## src/rtl/fifo_ctrl.sv

```systemverilog
// fifo_ctrl: control unit for the board FIFO (DEPTH = 2**ADDR_W entries of DATA_W bits).
// It accepts one-cycle push/pop pulses and arbitrates between them, alternating when both
// are requested at once. It sequences writes and synchronous reads into an external memory
// and keeps the pointers, the occupancy, the full/empty flags and the sticky error flags.
//
// Ports:
//   clk_200H   in   system clock, rising edge
//   reset      in   asynchronous active-high reset
//   wr_req     in   push pulse
//   rd_req     in   pop pulse
//   sw_data    in   push data, sampled with an accepted wr_req
//   clr_err    in   clears ovf_err / udf_err
//   mem_we     out  memory write enable (high only in the WRITE state)
//   mem_waddr  out  memory write address (write pointer)
//   mem_wdata  out  memory write data (held push data)
//   mem_raddr  out  memory read address (read pointer)
//   mem_rdata  in   memory read data, valid one cycle after mem_raddr
//   rd_data_q  out  last popped entry
//   rd_valid   out  one-cycle pulse when rd_data_q updates
//   count      out  occupancy, 0..DEPTH
//   full       out  count == DEPTH
//   empty      out  count == 0
//   ovf_err    out  sticky: push attempted while full
//   udf_err    out  sticky: pop attempted while empty
module fifo_ctrl #(
    parameter int unsigned DATA_W = 8,
    parameter int unsigned ADDR_W = 3
) (
    input  logic              clk_200H,
    input  logic              reset,
    input  logic              wr_req,
    input  logic              rd_req,
    input  logic [DATA_W-1:0] sw_data,
    input  logic              clr_err,
    output logic              mem_we,
    output logic [ADDR_W-1:0] mem_waddr,
    output logic [DATA_W-1:0] mem_wdata,
    output logic [ADDR_W-1:0] mem_raddr,
    input  logic [DATA_W-1:0] mem_rdata,
    output logic [DATA_W-1:0] rd_data_q,
    output logic              rd_valid,
    output logic [ADDR_W:0]   count,
    output logic              full,
    output logic              empty,
    output logic              ovf_err,
    output logic              udf_err
);

    localparam int unsigned       DEPTH    = 2 ** ADDR_W;
    localparam logic [ADDR_W:0]   CNT_FULL = (ADDR_W + 1)'(DEPTH);
    localparam logic [ADDR_W:0]   CNT_ONE  = (ADDR_W + 1)'(1);
    localparam logic [ADDR_W-1:0] PTR_ONE  = ADDR_W'(1);

    typedef enum logic [1:0] {StIdle, StWrite, StRdAddr, StRdCap} state_e;
    typedef enum logic {OpRead, OpWrite} op_e;

    state_e              state;
    op_e                 last_op;
    logic [ADDR_W-1:0]   wr_ptr;
    logic [ADDR_W-1:0]   rd_ptr;
    logic                wr_pend;
    logic                rd_pend;
    logic [DATA_W-1:0]   wdata_hold;

    logic                w_eff;
    logic                r_eff;
    logic                grant_w;
    logic                grant_r;

    // Effective requests combine fresh pulses with latched ones; on a tie the requester that
    // did not go last wins.
    always_comb begin
        w_eff   = wr_req | wr_pend;
        r_eff   = rd_req | rd_pend;
        grant_w = w_eff && (!r_eff || (last_op == OpRead));
        grant_r = r_eff && !grant_w;
    end

    assign full      = (count == CNT_FULL);
    assign empty     = (count == '0);
    assign mem_we    = (state == StWrite);
    assign mem_waddr = wr_ptr;
    assign mem_raddr = rd_ptr;
    assign mem_wdata = wdata_hold;

    always_ff @(posedge clk_200H or posedge reset) begin
        if (reset) begin
            state      <= StIdle;
            last_op    <= OpRead;
            wr_ptr     <= '0;
            rd_ptr     <= '0;
            count      <= '0;
            wr_pend    <= 1'b0;
            rd_pend    <= 1'b0;
            wdata_hold <= '0;
            rd_data_q  <= '0;
            rd_valid   <= 1'b0;
            ovf_err    <= 1'b0;
            udf_err    <= 1'b0;
        end else begin
            rd_valid <= 1'b0;

            // Clear first so that an error event later in this block wins on the same edge.
            if (clr_err) begin
                ovf_err <= 1'b0;
                udf_err <= 1'b0;
            end

            // A write already waiting keeps its own data; later pushes are ignored.
            if (wr_req && !wr_pend) begin
                wdata_hold <= sw_data;
            end

            // Requests arriving while busy wait in their single pending slot.
            if (state != StIdle) begin
                if (wr_req) wr_pend <= 1'b1;
                if (rd_req) rd_pend <= 1'b1;
            end

            unique case (state)
                StIdle: begin
                    if (grant_w) begin
                        wr_pend <= 1'b0;
                        if (r_eff) rd_pend <= 1'b1;
                        if (full) begin
                            ovf_err <= 1'b1;
                        end else begin
                            state <= StWrite;
                        end
                    end else if (grant_r) begin
                        rd_pend <= 1'b0;
                        if (w_eff) wr_pend <= 1'b1;
                        if (empty) begin
                            udf_err <= 1'b1;
                        end else begin
                            state <= StRdAddr;
                        end
                    end
                end
                StWrite: begin
                    wr_ptr  <= wr_ptr + PTR_ONE;
                    count   <= count + CNT_ONE;
                    last_op <= OpWrite;
                    state   <= StIdle;
                end
                StRdAddr: begin
                    // Memory samples mem_raddr on this edge; data is available in StRdCap.
                    state <= StRdCap;
                end
                StRdCap: begin
                    rd_data_q <= mem_rdata;
                    rd_ptr    <= rd_ptr + PTR_ONE;
                    count     <= count - CNT_ONE;
                    last_op   <= OpRead;
                    rd_valid  <= 1'b1;
                    state     <= StIdle;
                end
            endcase
        end
    end

endmodule

```

## config.mk

```make
export PLATFORM = sky130hd
export DESIGN_NAME = fifo_ctrl
export DESIGN_NICKNAME = d
export VERILOG_FILES = /design/src/rtl/fifo_ctrl.sv
export SDC_FILE = /design/constraint.sdc
export NUM_CORES = 1
export LEC_CHECK = 0
export ABC_CLOCK_PERIOD_IN_PS = 4100
export CORE_MARGIN = 5
export CORE_UTILIZATION = 45
export DETAILED_ROUTE_END_ITERATION = 8
export GPL_TIMING_DRIVEN = 0
export MAX_ROUTING_LAYER = met4
export PLACE_DENSITY = 0.93
export SETUP_SLACK_MARGIN = 0.5
export SLEW_MARGIN = 20
export SYNTH_ARGS = -nofsm -noshare
export SYNTH_HDL_FRONTEND = slang
export SYNTH_SLANG_ARGS = --single-unit
```

## constraint.sdc

```tcl
create_clock -name clk_200H -period 4.1 [get_ports clk_200H]
set_input_delay 1.025 -clock clk_200H [delete_from_list [all_inputs] [get_ports clk_200H]]
set_output_delay 1.025 -clock clk_200H [all_outputs]
set_load 0.05 [all_outputs]
```

==> out/metrics.yaml <==
sta:
  fmax_mhz: 305
  setup_violations: 0
  skew_ns: 0.00421
  rsz0062_at_grt: "no"
  finalWorstSetupSlack_ns: 0.817
  fin_crit_sh_pct: 80.1
  maxSlewHeadroom_pct: 52.7
  drv_slew: 0
  hold_viol: 0
  setup_tns_ns: 0
  period_needed_ns: 3.28
  tightestPinTransition_ns: 0.709
global_route:
  grt_pass1_vias: 1123
  grt_first_pass_wirelength_um: 5420
  antenna_found_initial: 0
  grt_usage_pct: 17.5
  overflow: 0
  grt_max_degree: 35
critical_path:
  start_kind: "flip-flop"
  critPathKind: "flip-flop to primary output"
  crit_arrival_ns: 2.26
  critPathCaptureType: "primary output"
  crit_slowest_cell: "clkdlybuf4s50_1"
  path_cells: "or4_1, inv_1, clkdlybuf4s50_1"
  crit_start: "count[2]"
  rr_startpoint: "state[1]"
  worstPathRequired_ns: 3.07
  crit_fanout: 6
  slowest_delay_ns: 0.79
synth:
  synth_area_sq_mm: 0.00141
  synthTopCellsByArea: "dfrtp_1 60%, mux2_2 16%, xnor2_1 3.7%"
  netlist_instances: 103
  synth_warnings: 0
  ys_seq_elements: 34
  synth_top_cell_by_area: "dfrtp_1"
  synth_edf_count: 0
  yosys.area.top_type_share_pct: 60.4
  synth_ff_type: "dfrtp_1"
  yosysUniqueCellTypes: 24
  ys_async_sr_fraction_pct: 100
  syn_nets: 127
  seq_area_frac_synth_pct: 60.4
  syn_area_per_cell_sq_um: 13.7
place:
  detailed_place_hpwl_um: 2480
  port_buffers: 52
  gp_congestion: 0.815
  dpl_cell_area_sq_mm: 0.00198
  dpl.cell_count: 199
  pre_cts_slack_ns: 1.18
cts:
  htreeDepth: 2
  root_buffer: "clkbuf_4"
  postCtsSetupRepairBufs: 0
  path_clk_slew_ns: 0.10
  cts_max_path_buffers: 2
  cts_inserted_buffers: 5
  cts_tree: "done"
  cts_resized: 0
  worstSkewPairLatency_ns: 0.33
  numClockSinks: 34
  holdBufCountCts: 0
layout:
  multiInputGateArea_sq_um: 517
  regArea_sq_um: 851
  n_antenna_cell: 0
  final_layout_size_suffix_gt1_share_pct: 20.2
  nNetsFinal: 186
  instances_no_fill: 207
  n_fill_cell: 226
  postLayoutCellArea_sq_mm: 0.00204
  syn_to_final_growth_pct: 45.1
floorplan:
  start_util_pct: 46.5
  die_y_um: 66.0
  die_x_um: 66.0
  fp.coreArea_sq_mm: 0.00303
  fp-row-count: 20
  io_pins: 53
  die_area_sq_mm: 0.00435
min_path:
  worstHoldPathType: "flip-flop to flip-flop"
  min_from: "mem_waddr[2]"
job:
  drv_cap: 0
routing:
  drtPass1Iterations: 4
  dr_total_vias: 1050
  ant_nets: 0
  viasPerCell: 5.07
  drt-initial-drc-count: 44
  drc: 0
  wl_um: 3290
  routedWlPerCell_um: 15.9
status:
  status: "finished clean"
kinds of logic (layout without fill, tap and decap cells):
family,after synthesis,after routing,synth area share (%)
DFF,34,34,60.4
AOI/OAI and AO/OA,13,13,6.22
muxes,20,20,16.0
adders and majority gates,3,3,2.66
buffers and inverters,10,70,2.93
xor gates and xnor gates,8,8,4.97
and+or+nand+nor,15,15,6.84
path summary, 6_finish.rpt:
path / to / slack (ns) / depth (start not counted)
min in group asynchronous: mem_wdata[3] / 1.13 / 2
hold / removal: mem_waddr[2] / 0.48 / 1
setup reg to reg: count[2] / 2.23 / 8
hold reg to reg: mem_waddr[2] / 0.48 / 1
max in group asynchronous: rd_data_q[6] / 2.52 / 2
setup / recovery: empty / 0.82 / 3
sequential cells by signal, indices dropped and copies added, names as in the netlist, 2 cells and up:
name,cells
mem_waddr,3
state,2
mem_wdata,8
mem_raddr,3
rd_data_q,8
count,4
synth_stat cells, drive strengths merged (2+ instances only):
| cell | instances |
|---|---|
| dfrtp | 34 |
| mux2 | 20 |
| inv | 6 |
| xnor2 | 6 |
| a21oi | 4 |
| o21ai | 4 |
| buf | 3 |
| ha | 3 |
| nor2 | 3 |
| nor2b | 3 |
| nand2 | 2 |
| o221ai | 2 |
| xor2 | 2 |
metal layers:
| metal | global-route usage (%) | part of all wire, % | wire, um |
|---|---|---|---|
| met1 | 18.3 | 38 | 1240 |
| met2 | 29.9 | 53 | 1740 |
| met3 | 4.08 | 6.8 | 223 |
| met4 | 10.7 | 2.6 | 87 |
| met5 | - | 0 | 0 |
metrics by stage:
stage          hold WS [ns]  util [%]
2_1_floorplan         0.519         -
3_3_place_gp          0.463      65.5
3_5_place_dp          0.473      65.5
4_1_cts               0.488      67.5
5_1_grt               0.510      67.5
6_report              0.479      67.5
cell usage in the layout, fill, tap and decap left out:
| master | count |
|---|---|
| o22ai_1 | 1 |
| a21oi_1 | 4 |
| ha_1 | 3 |
| buf_2 | 3 |
| clkbuf_1 | 2 |
| nor4b_1 | 1 |
| nor2_1 | 3 |
| clkbuf_8 | 1 |
| nor2b_1 | 3 |
| o221ai_1 | 2 |
| xor2_1 | 2 |
| nor3b_1 | 1 |
| nand2b_1 | 1 |
| clkbuf_4 | 5 |
| o41ai_2 | 1 |
| inv_2 | 1 |
| inv_1 | 5 |
| nand2_1 | 2 |
| or4_1 | 1 |
| clkinv_2 | 1 |
| dfrtp_1 | 34 |
| or4b_4 | 1 |
| xnor2_1 | 6 |
| clkdlybuf4s50_1 | 52 |
| mux2_2 | 20 |
| and4b_1 | 1 |
| o211ai_1 | 1 |
| o21ai_0 | 4 |
| nand3_1 | 1 |
layout make-up:
type                    count  share of cell area [%]
well taps                  44                    2.69
multi-input cells          59                    25.3
clock buffers               7                    2.69
clock inverters             1                   0.245
flip-flops and latches     34                    41.6
inverters                   6                    1.10
plain buffers               4                   0.918
repair buffers             52                    25.5
critical path: cells and delay by family (launching register included):
| kind | cells | cell delay [ns] |
|---|---|---|
| buffers and inverters | 2 | 0.87 |
| and+or+nand+nor | 1 | 0.60 |
| DFF | 1 | 0.45 |
Power is left out: the tool's default activity adds up to more than one toggle a clock period on the data nets, which glitch-free logic cannot reach.
